[src/rtl/axi_lite_pkg.sv]
// Shared AXI4-lite definitions for the block reader slice.
//   AXI_DATA_W / AXI_ADDR_W : bus widths
//   ARPROT_DATA             : protection code for plain data reads
//   reader_state_e          : block reader FSM states
//   word_addr()             : byte address of word idx relative to a word-aligned base
package axi_lite_pkg;

  localparam int unsigned AXI_DATA_W  = 32;
  localparam int unsigned AXI_ADDR_W  = 32;
  localparam logic [2:0]  ARPROT_DATA = 3'b000;

  typedef enum logic [1:0] {
    IDLE,
    ADDR,
    DATA,
    DRAIN
  } reader_state_e;

  // 32-bit wrapping add; the bus has no notion of an address overflow error.
  function automatic logic [AXI_ADDR_W-1:0] word_addr(input logic [AXI_ADDR_W-1:0] base,
                                                      input logic [31:0]            idx);
    return base + {idx[29:0], 2'b00};
  endfunction

endpackage

[src/rtl/axi_lite_block_reader_if.sv]
// AXI4-lite read-only channel bundle (AR + R) between the block reader and memory.
//   master : read initiator (drives arvalid/araddr/arprot/rready)
//   slave  : memory responder (drives arready/rvalid/rdata)
interface axi_lite_block_reader_if;
  import axi_lite_pkg::*;

  logic                  mem_axi_arvalid;
  logic                  mem_axi_arready;
  logic [AXI_ADDR_W-1:0] mem_axi_araddr;
  logic [2:0]            mem_axi_arprot;
  logic                  mem_axi_rvalid;
  logic                  mem_axi_rready;
  logic [AXI_DATA_W-1:0] mem_axi_rdata;

  modport master (
    output mem_axi_arvalid, mem_axi_araddr, mem_axi_arprot, mem_axi_rready,
    input  mem_axi_arready, mem_axi_rvalid, mem_axi_rdata
  );

  modport slave (
    input  mem_axi_arvalid, mem_axi_araddr, mem_axi_arprot, mem_axi_rready,
    output mem_axi_arready, mem_axi_rvalid, mem_axi_rdata
  );

endinterface

[src/rtl/axi_lite_block_reader_sync_fifo.sv]
// Small synchronous FIFO used as the reader's output buffer.
//   clk, resetn   : clock, asynchronous active-low reset (flushes contents)
//   push, wdata   : write port (ignored when full)
//   pop           : read advance (ignored when empty)
//   rdata         : head entry, valid while !empty
//   full, empty   : occupancy flags
module sync_fifo #(
  parameter int unsigned WIDTH = 33,
  parameter int unsigned DEPTH = 2
) (
  input  logic             clk,
  input  logic             resetn,
  input  logic             push,
  input  logic [WIDTH-1:0] wdata,
  input  logic             pop,
  output logic [WIDTH-1:0] rdata,
  output logic             full,
  output logic             empty
);

  localparam int unsigned AW = $clog2(DEPTH);

  logic [WIDTH-1:0] mem [DEPTH];
  logic [AW:0]      wr_ptr;
  logic [AW:0]      rd_ptr;
  logic             do_push;
  logic             do_pop;

  // Extra pointer MSB distinguishes full from empty when the indices match.
  assign empty   = (wr_ptr == rd_ptr);
  assign full    = (wr_ptr[AW] != rd_ptr[AW]) && (wr_ptr[AW-1:0] == rd_ptr[AW-1:0]);
  assign do_push = push && !full;
  assign do_pop  = pop && !empty;
  assign rdata   = mem[rd_ptr[AW-1:0]];

  always_ff @(posedge clk or negedge resetn) begin
    if (!resetn) begin
      wr_ptr <= '0;
      rd_ptr <= '0;
    end else begin
      if (do_push) wr_ptr <= wr_ptr + 1'b1;
      if (do_pop)  rd_ptr <= rd_ptr + 1'b1;
    end
  end

  always_ff @(posedge clk) begin
    if (do_push) mem[wr_ptr[AW-1:0]] <= wdata;
  end

endmodule

[src/rtl/axi_lite_block_reader.sv]
// AXI4-lite block read initiator.
// Fetches word_len consecutive 32-bit words starting at base_addr, one outstanding
// read at a time, and presents them as a valid/ready stream with a last flag.
//   clk, resetn              : clock, asynchronous active-low reset
//   start, base_addr, word_len : block request (sampled only while busy=0)
//   busy, done               : block in progress / 1-cycle completion pulse
//   mem_axi                  : AR/R channels to the memory responder (master side)
//   out_valid/ready/data/last : output word stream
module axi_lite_block_reader
  import axi_lite_pkg::*;
#(
  parameter int unsigned LEN_W  = 11,
  parameter int unsigned FIFO_D = 2
) (
  input  logic                    clk,
  input  logic                    resetn,
  input  logic                    start,
  input  logic [AXI_ADDR_W-1:0]   base_addr,
  input  logic [LEN_W-1:0]        word_len,
  output logic                    busy,
  output logic                    done,
  axi_lite_block_reader_if.master mem_axi,
  output logic                    out_valid,
  input  logic                    out_ready,
  output logic [AXI_DATA_W-1:0]   out_data,
  output logic                    out_last
);

  reader_state_e         state;
  logic [AXI_ADDR_W-1:0] base_q;
  logic [LEN_W-1:0]      len_q;
  logic [LEN_W-1:0]      idx;
  logic                  arvalid_q;
  logic [AXI_ADDR_W-1:0] araddr_q;

  logic                  rready;
  logic                  r_hs;
  logic                  is_last;
  logic                  fifo_full;
  logic                  fifo_empty;
  logic [AXI_DATA_W:0]   fifo_rdata;

  assign mem_axi.mem_axi_arvalid = arvalid_q;
  assign mem_axi.mem_axi_araddr  = araddr_q;
  assign mem_axi.mem_axi_arprot  = ARPROT_DATA;
  assign mem_axi.mem_axi_rready  = rready;

  // Only accept a response when the buffer has room, so a full buffer never sees a push.
  assign rready  = (state == DATA) && !fifo_full;
  assign r_hs    = mem_axi.mem_axi_rvalid && rready;
  assign is_last = (idx == len_q - LEN_W'(1));

  sync_fifo #(
    .WIDTH (AXI_DATA_W + 1),
    .DEPTH (FIFO_D)
  ) u_fifo (
    .clk    (clk),
    .resetn (resetn),
    .push   (r_hs),
    .wdata  ({is_last, mem_axi.mem_axi_rdata}),
    .pop    (out_ready),
    .rdata  (fifo_rdata),
    .full   (fifo_full),
    .empty  (fifo_empty)
  );

  assign out_valid = !fifo_empty;
  assign out_data  = fifo_rdata[AXI_DATA_W-1:0];
  assign out_last  = !fifo_empty && fifo_rdata[AXI_DATA_W];

  always_ff @(posedge clk or negedge resetn) begin
    if (!resetn) begin
      state     <= IDLE;
      busy      <= 1'b0;
      done      <= 1'b0;
      arvalid_q <= 1'b0;
      araddr_q  <= '0;
      base_q    <= '0;
      len_q     <= '0;
      idx       <= '0;
    end else begin
      done <= 1'b0;
      unique case (state)
        IDLE: begin
          // busy is still high in the done cycle so a start there is ignored;
          // it drops on the following cycle.
          if (busy) begin
            busy <= 1'b0;
          end else if (start) begin
            if (word_len != '0) begin
              base_q    <= base_addr & ~AXI_ADDR_W'(3);
              len_q     <= word_len;
              idx       <= '0;
              busy      <= 1'b1;
              arvalid_q <= 1'b1;
              araddr_q  <= base_addr & ~AXI_ADDR_W'(3);
              state     <= ADDR;
            end else begin
              done <= 1'b1;
            end
          end
        end
        ADDR: begin
          if (mem_axi.mem_axi_arready) begin
            arvalid_q <= 1'b0;
            state     <= DATA;
          end
        end
        DATA: begin
          if (r_hs) begin
            if (is_last) begin
              state <= DRAIN;
            end else begin
              idx       <= idx + LEN_W'(1);
              arvalid_q <= 1'b1;
              araddr_q  <= word_addr(base_q, 32'(idx) + 32'd1);
              state     <= ADDR;
            end
          end
        end
        DRAIN: begin
          if (fifo_empty) begin
            done  <= 1'b1;
            state <= IDLE;
          end
        end
        default: state <= IDLE;
      endcase
    end
  end

endmodule
[src/flat_wrapper.sv]
// flat-port wrapper written by rule: the top's interface ports become plain ports
module axi_lite_block_reader_flat import axi_lite_pkg::*;
#(
  parameter int unsigned LEN_W  = 11,
  parameter int unsigned FIFO_D = 2
)
  (clk, resetn, start, base_addr, word_len, busy, done, out_valid, out_ready, out_data, out_last, mem_axi_mem_axi_arvalid, mem_axi_mem_axi_araddr, mem_axi_mem_axi_arprot, mem_axi_mem_axi_rready, mem_axi_mem_axi_arready, mem_axi_mem_axi_rvalid, mem_axi_mem_axi_rdata);
  axi_lite_block_reader_if mem_axi_i ();
  input  logic clk;
  input  logic resetn;
  input  logic start;
  input  logic [AXI_ADDR_W-1:0] base_addr;
  input  logic [LEN_W-1:0] word_len;
  output logic busy;
  output logic done;
  output logic out_valid;
  input  logic out_ready;
  output logic [AXI_DATA_W-1:0] out_data;
  output logic out_last;
  output wire logic [$bits(mem_axi_i.mem_axi_arvalid)-1:0] mem_axi_mem_axi_arvalid;
  output wire logic [$bits(mem_axi_i.mem_axi_araddr)-1:0] mem_axi_mem_axi_araddr;
  output wire logic [$bits(mem_axi_i.mem_axi_arprot)-1:0] mem_axi_mem_axi_arprot;
  output wire logic [$bits(mem_axi_i.mem_axi_rready)-1:0] mem_axi_mem_axi_rready;
  input wire logic [$bits(mem_axi_i.mem_axi_arready)-1:0] mem_axi_mem_axi_arready;
  input wire logic [$bits(mem_axi_i.mem_axi_rvalid)-1:0] mem_axi_mem_axi_rvalid;
  input wire logic [$bits(mem_axi_i.mem_axi_rdata)-1:0] mem_axi_mem_axi_rdata;
  assign mem_axi_mem_axi_arvalid = mem_axi_i.mem_axi_arvalid;
  assign mem_axi_mem_axi_araddr = mem_axi_i.mem_axi_araddr;
  assign mem_axi_mem_axi_arprot = mem_axi_i.mem_axi_arprot;
  assign mem_axi_mem_axi_rready = mem_axi_i.mem_axi_rready;
  assign mem_axi_i.mem_axi_arready = mem_axi_mem_axi_arready;
  assign mem_axi_i.mem_axi_rvalid = mem_axi_mem_axi_rvalid;
  assign mem_axi_i.mem_axi_rdata = mem_axi_mem_axi_rdata;
  axi_lite_block_reader #(.LEN_W(LEN_W), .FIFO_D(FIFO_D)) u_core (.clk(clk), .resetn(resetn), .start(start), .base_addr(base_addr), .word_len(word_len), .busy(busy), .done(done), .mem_axi(mem_axi_i), .out_valid(out_valid), .out_ready(out_ready), .out_data(out_data), .out_last(out_last));
endmodule
[config.mk]
export PLATFORM = sky130hd
export DESIGN_NAME = axi_lite_block_reader_flat
export DESIGN_NICKNAME = d
export VERILOG_FILES = /design/src/rtl/axi_lite_pkg.sv /design/src/rtl/axi_lite_block_reader_if.sv /design/src/rtl/axi_lite_block_reader_sync_fifo.sv /design/src/rtl/axi_lite_block_reader.sv /design/src/flat_wrapper.sv
export SDC_FILE = /design/constraint.sdc
export NUM_CORES = 1
export LEC_CHECK = 0
export CORE_MARGIN = 3
export CORE_UTILIZATION = 24
export CTS_CLUSTER_SIZE = 12
export DETAILED_ROUTE_END_ITERATION = 12
export MAX_ROUTING_LAYER = met4
export PLACE_DENSITY = 0.45
export SETUP_SLACK_MARGIN = 0.02
export SLEW_MARGIN = 20
export SYNTH_ARGS = -nofsm -noshare
export SYNTH_HDL_FRONTEND = slang
export SYNTH_HIERARCHICAL = 1
export SYNTH_SLANG_ARGS = --single-unit
[constraint.sdc]
create_clock -name clk -period 4.9 [get_ports clk]
set_input_delay 0.98 -clock clk [delete_from_list [all_inputs] [get_ports clk]]
set_output_delay 0.98 -clock clk [all_outputs]
set_load 0.01 [all_outputs]
==> results of run 1 <==
==> metrics by stage <==
stage | area, um2 | util (%)
final | 10500 | 32.6
after global routing | 10500 | 32.6
after CTS | 10500 | 32.6
after detailed placement | 9880 | 30.8
after global placement | 9880 | 30.8
after floorplan | 7950 | -
==> synth_stat cells, drive strengths merged, types with 13 or more instances <==
cell	number	area [um2]
nand3	25	125
xnor2	20	175
inv	19	71.3
buf	22	138
a21oi	25	129
mux2	83	953
nand2	43	178
clkbuf	15	56.3
ha	19	238
a31oi	16	100
edfxtp	66	1980
dfrtp	91	2280
o21ai	36	180
nor2	26	97.6
nor3	16	80.1
or3	13	81.3
==> cell type report <==
class                      instances  area (um2)
antenna                            1        2.50
timing repair buffer             158        1550
clock buffer                      17         425
clock inverter                    15         143
multi-input combinational        459        3460
fill                            3268       21600
tap                              435         544
sequential                       157        4260
inverter                          20        75.1
==> worst max-delay path: cells and delay by family (launching register included) <==
kind / cells / cell delay (ps)
adders and majority gates: 1 / 280
AOI/OAI and AO/OA: 5 / 1580
muxes: 1 / 290
DFF: 1 / 480
and+or+nand+nor: 6 / 1050
buffers and inverters: 1 / 80
==> kinds of logic after synthesis <==
group                    after synthesis
buffers and inverters                 57
flip-flops                           157
multiplexers                          91
other                                  1
AO/OA/AOI/OAI                        139
XOR/XNOR                              31
AND/OR/NAND/NOR                      173
adder cells (fa/ha/maj)               20
==> how the worst max path moves through the flow <==
stage | slack, ps | cells past startpoint | to | startpoint
floorplan | 370 | 7 | u_core/u_fifo/mem[0][0]$_DFFE_PP_ | u_core/state[0]$_DFFE_PN0P_
global placement | 950 | 8 | u_core/mem_axi.mem_axi_araddr[12]$_DFFE_PN0P_ | word_len[2]
detailed placement | 910 | 8 | u_core/mem_axi.mem_axi_araddr[12]$_DFFE_PN0P_ | word_len[2]
CTS | 980 | 14 | u_core/mem_axi.mem_axi_araddr[30]$_DFFE_PN0P_ | u_core/idx[0]$_DFFE_PN0P_
global route | 520 | 14 | u_core/mem_axi.mem_axi_araddr[30]$_DFFE_PN0P_ | u_core/idx[0]$_DFFE_PN0P_
finish | 1020 | 14 | u_core/mem_axi.mem_axi_araddr[30]$_DFFE_PN0P_ | u_core/idx[0]$_DFFE_PN0P_
==> routing by layer <==
layer / up-vias / global-route usage (%)
li1: 2788 / -
met1: 2772 / 18.2
met2: 144 / 18.3
met3: 14 / 3.35
met4: 0 / 3.20
met5: - / -
==> sequential cells by signal, indices dropped and copies added (netlist names) <==
name,cells
u_core/u_fifo/mem,66
u_core/base_q,30
u_core/mem_axi.mem_axi_araddr,30
u_core/idx,11
u_core/len_q,11
u_core/state,2
u_core/u_fifo/rd_ptr,2
u_core/u_fifo/wr_ptr,2
u_core/busy,1
u_core/done,1
u_core/mem_axi.mem_axi_arvalid,1
==> power breakdown <==
group | total (mW) | switching (mW) | internal [mW]
Clock | 1.30 | 0.617 | 0.679
Sequential | 2.25 | 0.434 | 1.81
Combinational | 2.82 | 1.38 | 1.44
Total | 6.36 | 2.43 | 3.93
==> key figures, run 1 <==
Critical path
  • R2r setup slk: 1020 ps
  • CP cell instances: and3_1 > nand3_1 > inv_1 > nand3_1 > or2_2 > nand2_1 > ha_1 > a2111oi_0 > o21ai_0 > a41oi_1 > o21a_1 > or3_1 > a31oi_1 > mux2_4
  • Reg2Reg Depth: 14
  • CP Class: register to register
  • Worst Setup End Kind: register
  • Required @ worst endpoint: 5210 ps
  • CP max stage delay: 570 ps
  • Critical path's slowest cell: o21a_1
  • FF-to-FF Start: u_core/idx[0]$_DFFE_PN0P_
  • Most common cell on crit path: nand3_1
  • Arrival @ worst endpoint: 4190 ps
  • Worst r2r dst: u_core/mem_axi.mem_axi_araddr[30]$_DFFE_PN0P_
  • Setup crit start kind: register
  • Critical Path Fanout Max: 17

Drt
  • 1st-iter DRT viols: 229
  • Drt pass-1 iters: 4
  • Vias/cell: 4.53
  • Metal2 WL: 9.21 mm
  • Met1 wire length: 11.1 mm
  • DR vias: 5718
  • Routed len/inst: 17.1 um
  • Met3 Routed Length: 1.06 mm
  • Routed WL: 21.6 mm
  • DRC viols: 0
  • Top Layer Used: met4
  • Antenna Nets Post-Route: 0

Cells and area
  • Non-Filler Instances: 1262
  • Nets: 914
  • Commonest non-fill, non-tap cell in the layout: clkdlybuf4s50_1
  • Most frequent cells in the layout: clkdlybuf4s50_1 (145), dfrtp_1 (90), edfxtp_1 (66)
  • P&R area growth vs syn: 31.8%
  • Share of layout cells above drive strength 1: 13.2%

Die
  • I/O pins: 154
  • Height of the die: 188 um
  • Placeable Area: 32000 um2
  • # rows: 65
  • Die Wd: 188 um
  • Die ar.: 35300 um2
  • Starting density of the core: 24.8%

Global route
  • Number of global-route vias before repair: 5859
  • Initial antenna violation count: 1
  • Largest net degree at the start of global routing: 50
  • Global-route wire length before repair: 34.2 mm
  • GRT overflow: 0
  • GRT Overall Usage: 12.8%

STA
  • F_max: 0.258 GHz
  • Worst setup margin: 1020 ps
  • Period minus WS final: 3880 ps
  • Final Hold Viols: 0
  • Final setup fails: 0
  • Setup TNS: 0 ps
  • Part of the cycle the worst path needs: 79.2%
  • Final slew viol count: 0
  • Slew headroom: 33.9%
  • Hold WS: 461 ps
  • Clock skew: 10.1 ps
  • RSZ-0062 raised after global routing: no
  • Slew @ Worst Pin: 992 ps

Clocking
  • CTS Buffer Depth: 2
  • Htree depth: 4
  • CTS clk-pin slew, worst paths: 80 ps
  • CTS tree: yes
  • Post-CTS resize count: 0
  • CTS Buf Count: 17
  • CTS root buf: clkbuf_16
  • Clock insertion delay at the later pin of the skew report: 430 ps
  • TritonCTS Sinks: 157
  • Setup repair bufs after CTS: 0
  • Hold_buf cts: 0

Placement
  • Placed cells: 1229
  • Post-DP HPWL: 15.1 mm
  • Setup slack at placement: 914 ps
  • Port Buf Inserts: 146
  • Gpl congestion: 0.775

Yosys
  • Synthesized area: 7930 um2
  • Synth Flop Type: dfrtp_1
  • Synth cell types: 69
  • Post-synthesis sequential area ratio: 53.7%
  • Post-synthesis mux area share: 13.0%
  • Register bit count reported by yosys: 157
  • Number of enable flip-flop cells after synthesis: 66
  • Simple-gate area share of the yosys netlist: 11.5%
  • Largest family of logic cells by synthesized area: multiplexers
  • Yosys warnings: 6
  • Ys async rst share: 58.0%
  • Cells after Synth: 669
  • Adder-cell share of the synthesized area: 3.25%
  • Compound-gate portion of the synthesized area: 11.6%
  • Synth Area per Inst: 11.9 um2
  • Synth Area in XOR/XNOR: 3.52%

Pwr
  • Leak pwr: 3.99 nW
  • VDD IR max: 253 uV
  • Overall Power: 6.36 mW
  • Pwr dens: 609 nW/um2

Min path
  • Worst Hold Class: primary input to async pin

Run status
  • Status: finished clean

Job
  • Max cap viols: 0
Power figures use the tool's default switching activity.
==> run 2, diff against run 1 <==
- clock period: 4.9 -> 3.7 ns (I/O delays scaled with it)
==> run 2 against run 1 <==
Non-clock buffer count up 18; largest cell class unchanged; largest power group unchanged; final cell count is 1.3% higher; flip-flop and latch count unchanged; clock skew is 0.81 ps lower; fmax rose by 13%; global-route usage about the same.
==> key figures, run 2 (synthesis gave the netlist of run 1 again) <==
Drt
  • DR vias: 5796
  • Routed len/inst: 16.8 um
  • Routed WL: 21.5 mm
  • 1st-iter DRT viols: 246
  • Antenna Nets Post-Route: 0
  • Drt pass-1 iters: 4
  • DRC viols: 0
  • Vias/cell: 4.53

STA
  • Period minus WS final: 3440 ps
  • Slew @ Worst Pin: 792 ps
  • Final slew viol count: 0
  • Slew headroom: 47.1%
  • Clock skew: 9.26 ps
  • Part of the cycle the worst path needs: 92.9%
  • Final Hold Viols: 0
  • RSZ-0062 raised after global routing: yes
  • F_max: 0.291 GHz
  • Setup TNS: 0 ps
  • Hold WS: 362 ps
  • Final setup fails: 0

Die
  • Die ar.: 35300 um2
  • Height of the die: 188 um
  • Die Wd: 188 um
  • I/O pins: 154
  • # rows: 65
  • Starting density of the core: 24.8%
  • Placeable Area: 32000 um2

Cells and area
  • P&R area growth vs syn: 36.0%
  • Largest register FFs: 66
  • Nets: 932
  • Non-Filler Instances: 1279
  • Commonest non-fill, non-tap cell in the layout: clkdlybuf4s50_1
  • Register area: 4260 um2
  • Share of layout cells above drive strength 1: 15.5%
  • Multi-input logic area: 3500 um2
  • Most frequent cells in the layout: clkdlybuf4s50_1 (145), dfrtp_1 (89), edfxtp_1 (66)
  • N_diodes: 0
  • Layout fillers: 3246
  • Final Instance Area: 10800 um2

Critical path
  • CP Class: register to register
  • CP cell instances: ha_1 > and3_1 > xor2_1 > ha_1 > o211ai_1 > o21ai_0 > o2111ai_2 > a311oi_4 > nor3_1 > or3b_2 > mux2_2
  • Setup crit start kind: register
  • Critical path's slowest cell: a311oi_4
  • Worst Setup End Kind: register
  • Required @ worst endpoint: 4020 ps
  • R2r setup slk: 260 ps
  • Arrival @ worst endpoint: 3760 ps
  • Critical Path Fanout Max: 5
  • CP max stage delay: 470 ps
  • Most common cell on crit path: ha_1

Clocking
  • CTS Buf Count: 17
  • CTS tree: yes
  • CTS Buffer Depth: 2
  • Clock insertion delay at the later pin of the skew report: 440 ps
  • Htree depth: 4
  • CTS clk-pin slew, worst paths: 60 ps
  • TritonCTS Sinks: 157
  • CTS root buf: clkbuf_16

Global route
  • Initial antenna violation count: 0
  • GRT overflow: 0
  • Number of global-route vias before repair: 5951
  • GRT Overall Usage: 12.9%
  • Largest net degree at the start of global routing: 53
  • Global-route wire length before repair: 34.0 mm

Run status
  • Status: finished clean

Placement
  • Gpl congestion: 0.768
  • Post-DP Area: 10000 um2
  • Post-DP HPWL: 15.1 mm
  • Port Buf Inserts: 146
  • Placed cells: 1245

Pwr
  • VDD IR max: 325 uV
  • Leak pwr: 4.15 nW
  • Pwr dens: 823 nW/um2

Min path
  • Worst Hold Class: primary input to async pin

Job
  • Max cap viols: 0
## run 2: changes by cell type in the layout (fill, tap and decap cells not counted), sizes merged
cell / before / now
inv: 31 / 21
clkinv: 1 / 2
clkdlybuf4s15: 0 / 1
diode: 1 / 0
clkbuf: 17 / 20
buf: 13 / 30
bufinv: 0 / 6
## run 2: layer usage
metal	vias up	GRT usage [%]	share of wire, %	routed length (um)
met5	-	-	0	0
met4	0	3.87	1.3	274
met3	17	3.01	4.6	994
met2	158	19.4	45	9710
met1	2809	17.2	49	10500
li1	2812	-	-	-
## run 2: worst max-delay path, delay by kind of cell (launching register included)
kind | cells | cell delay (ps)
AOI/OAI and AO/OA | 4 | 1140
xor gates and xnor gates | 1 | 180
adders and majority gates | 2 | 560
DFF | 1 | 440
muxes | 1 | 270
and+or+nand+nor | 3 | 730
## run 2: final timing paths
check	from	to	cells past startpoint
max	u_core/idx[1]$_DFFE_PN0P_	u_core/mem_axi.mem_axi_araddr[17]$_DFFE_PN0P_	11
min in group clk	u_core/mem_axi.mem_axi_arvalid$_DFFE_PN0P_	u_core/mem_axi.mem_axi_arvalid$_DFFE_PN0P_	1
max reg2reg	u_core/idx[1]$_DFFE_PN0P_	u_core/mem_axi.mem_axi_araddr[17]$_DFFE_PN0P_	11
min	resetn	u_core/mem_axi.mem_axi_araddr[4]$_DFFE_PN0P_	1
min reg2reg	u_core/mem_axi.mem_axi_arvalid$_DFFE_PN0P_	u_core/mem_axi.mem_axi_arvalid$_DFFE_PN0P_	1
max in group asynchronous	resetn	u_core/u_fifo/rd_ptr[0]$_DFFE_PN0P_	2
## run 2: layout make-up
class                      instances  share of cell area [%]
inverter                          20                   0.696
clock buffer                      20                    4.25
clock inverter                    12                    2.15
sequential                       157                    39.5
multi-input combinational        459                    32.5
timing repair buffer             176                    15.9
tap                              435                    5.05
## run 2: repair_timing
item,CTS,global route
endpoints found under the setup margin,0,15
setup buffers,0,1
hold buffers,0,0
gates resized for setup,0,8
hold endpoints to repair,0,0
## run 2: per-stage QoR
stage	setup WS, ps	power [mW]	utilization (%)
3_5_place_dp	133	6.86	31.3
3_3_place_gp	147	6.85	31.3
6_report	261	8.87	33.7
2_1_floorplan	263	5.29	-
4_1_cts	129	9.00	33.5
5_1_grt	13.8	9.52	33.7
## run 2: power breakdown
| part | internal, mW | leakage, nW | switching [mW] |
|---|---|---|---|
| registers | 2.40 | 1.70 | 0.488 |
| logic | 1.98 | 2.13 | 1.94 |
| clock network | 1.31 | 0.324 | 0.749 |
| total | 5.69 | 4.15 | 3.18 |
==> run 3, diff against run 2 <==
--- a/constraint.sdc
+++ b/constraint.sdc
@@ -3,2 +3,2 @@
 set_output_delay 0.74 -clock clk [all_outputs]
-set_load 0.01 [all_outputs]
+set_load 0.005 [all_outputs]
==> run 3 against run 2 <==
Register-to-register slack worse by 60 ps; clock skew up 1.3 ps; global-route usage down 0.13 points; utilization down 0.27 points; die area unchanged; clock power down 17%.
==> key figures, run 3 (synthesis gave the netlist of run 1 again) <==
Pwr
  • Int Pwr: 5.32 mW
  • VDD IR max: 326 uV
  • Overall Power: 8.41 mW
  • Psw: 3.08 mW
  • Logic pwr share: 45.1%
  • Flop pwr share: 34.5%
  • Leak pwr: 4.10 nW
  • Pwr dens: 786 nW/um2
  • Switching share of power: 36.7%
  • Clock power share: 20.4%

Drt
  • 1st-iter DRT viols: 256
  • DR vias: 5823
  • Routed len/inst: 17.0 um
  • Vias/cell: 4.54
  • DRC viols: 0
  • Routed WL: 21.8 mm
  • Drt pass-1 iters: 4
  • Antenna Nets Post-Route: 0

Cells and area
  • Largest register FFs: 66
  • P&R area growth vs syn: 34.8%
  • Commonest non-fill, non-tap cell in the layout: clkdlybuf4s50_1
  • Most frequent cells in the layout: clkdlybuf4s50_1 (145), dfrtp_1 (90), edfxtp_1 (66)
  • Multi-input logic area: 3520 um2
  • Register area: 4260 um2
  • Share of layout cells above drive strength 1: 15.8%
  • Final Instance Area: 10700 um2
  • Non-Filler Instances: 1283
  • Layout fillers: 3258
  • Nets: 935

STA
  • Period minus WS final: 3500 ps
  • Final Hold Viols: 0
  • Slew @ Worst Pin: 822 ps
  • Setup TNS: 0 ps
  • Final slew viol count: 0
  • Clock skew: 10.6 ps
  • Part of the cycle the worst path needs: 94.6%
  • RSZ-0062 raised after global routing: no
  • Slew headroom: 44.7%
  • Final setup fails: 0
  • F_max: 0.286 GHz
  • Hold WS: 402 ps

Global route
  • Number of global-route vias before repair: 5919
  • GRT Overall Usage: 12.7%
  • Global-route wire length before repair: 33.9 mm
  • Initial antenna violation count: 1
  • GRT overflow: 0
  • Largest net degree at the start of global routing: 60

Critical path
  • Setup crit start kind: register
  • Critical Path Source: u_core/idx[1]$_DFFE_PN0P_
  • Worst Setup End Kind: register
  • CP Class: register to register
  • Arrival @ worst endpoint: 3820 ps
  • Required @ worst endpoint: 4020 ps
  • Critical Path Fanout Max: 5
  • FF-to-FF Start: u_core/idx[1]$_DFFE_PN0P_

Clocking
  • CTS Buf Count: 17
  • CTS Buffer Depth: 2
  • Htree depth: 4
  • Hold_buf cts: 0
  • CTS tree: yes
  • TritonCTS Sinks: 157
  • CTS root buf: clkbuf_16
  • CTS clk-pin slew, worst paths: 70 ps
  • Clock insertion delay at the later pin of the skew report: 430 ps

Placement
  • Post-DP Area: 10000 um2
  • Port Buf Inserts: 146
  • Post-DP HPWL: 15.3 mm
  • Placed cells: 1243
  • Gpl congestion: 0.768

Die
  • # rows: 65
  • Die Wd: 188 um
  • Placeable Area: 32000 um2
  • Die ar.: 35300 um2
  • Height of the die: 188 um
  • Starting density of the core: 24.8%
  • I/O pins: 154

Run status
  • Status: finished clean

Job
  • Max cap viols: 0

Min path
  • Worst Hold Class: primary input to async pin
==> run 3: changes by cell type in the layout (fill, tap and decap cells not counted), moves of 2 or more <==
| cell | change |
|---|---|
| ha_1 | -2 |
| buf_4 | +2 |
| inv_6 | +4 |
| clkinv_4 | +3 |
| bufinv_16 | -5 |
==> run 3: power by group through the flow <==
stage                     logic [mW]  registers (mW)  clock network, mW
after CTS                       3.81            2.91               1.77
after floorplan                 2.39            2.77                  0
after detailed placement        3.79            2.93                  0
final                           3.79            2.90               1.71
after global placement          3.78            2.94                  0
after global routing            4.20            3.00               1.85
==> run 3: timing repair <==
item                                    in CTS  in global routing
endpoints found under the setup margin       0                  9
resized for setup                            0                  9
setup buffers                                0                  7
==> run 3: cell type report <==
cell class	count	share of cell area, %
multi-input cells	459	32.9
diodes	1	0.0234
well taps	435	5.09
clock inverters	14	1.24
clock buffers	18	4.01
repair buffers	179	16.2
inverters	20	0.702
flip-flops and latches	157	39.8
==> run 3: stage by stage <==
step | setup slack [ps] | utilization, %
detailed placement | 213 | 31.3
global route | 20.2 | 33.4
CTS | 176 | 33.0
floorplan | 25.0 | -
global placement | 164 | 31.3
finish | 199 | 33.4
==> run 3: final timing paths <==
| check | slack, ps | cells after the start | to |
|---|---|---|---|
| setup / recovery | 200 | 14 | u_core/mem_axi.mem_axi_araddr[21]$_DFFE_PN0P_ |
| hold / removal | 400 | 1 | u_core/mem_axi.mem_axi_araddr[4]$_DFFE_PN0P_ |
| setup reg to reg | 200 | 14 | u_core/mem_axi.mem_axi_araddr[21]$_DFFE_PN0P_ |
| hold reg to reg | 500 | 1 | u_core/mem_axi.mem_axi_arvalid$_DFFE_PN0P_ |
| max in group asynchronous | 2500 | 2 | u_core/base_q[14]$_DFFE_PN0P_ |
| min in group clk | 500 | 1 | u_core/mem_axi.mem_axi_arvalid$_DFFE_PN0P_ |
==> run 3: per-layer routing <==
| metal | vias up | track usage, % | wire length, um | part of all wire (%) |
|---|---|---|---|---|
| met5 | - | - | 0 | 0 |
| met4 | 0 | 3.15 | 180 | 0.83 |
| met3 | 11 | 3.50 | 1130 | 5.2 |
| met2 | 153 | 18.9 | 9540 | 44 |
| met1 | 2833 | 17.2 | 10900 | 50 |
| li1 | 2826 | - | - | - |
==> run 3: critical path: stages, from the launching register on <==
cell and delay, ps:
dfrtp_1 420, ha_2 200, and3_1 200, xor2_1 180, ha_1 350, o211ai_1 90
o21ai_0 410, o2111ai_4 180, a311oi_4 470, buf_6 180, clkbuf_2 150, buf_4 120
or3_1 90, nand3_1 70, mux2_4 260
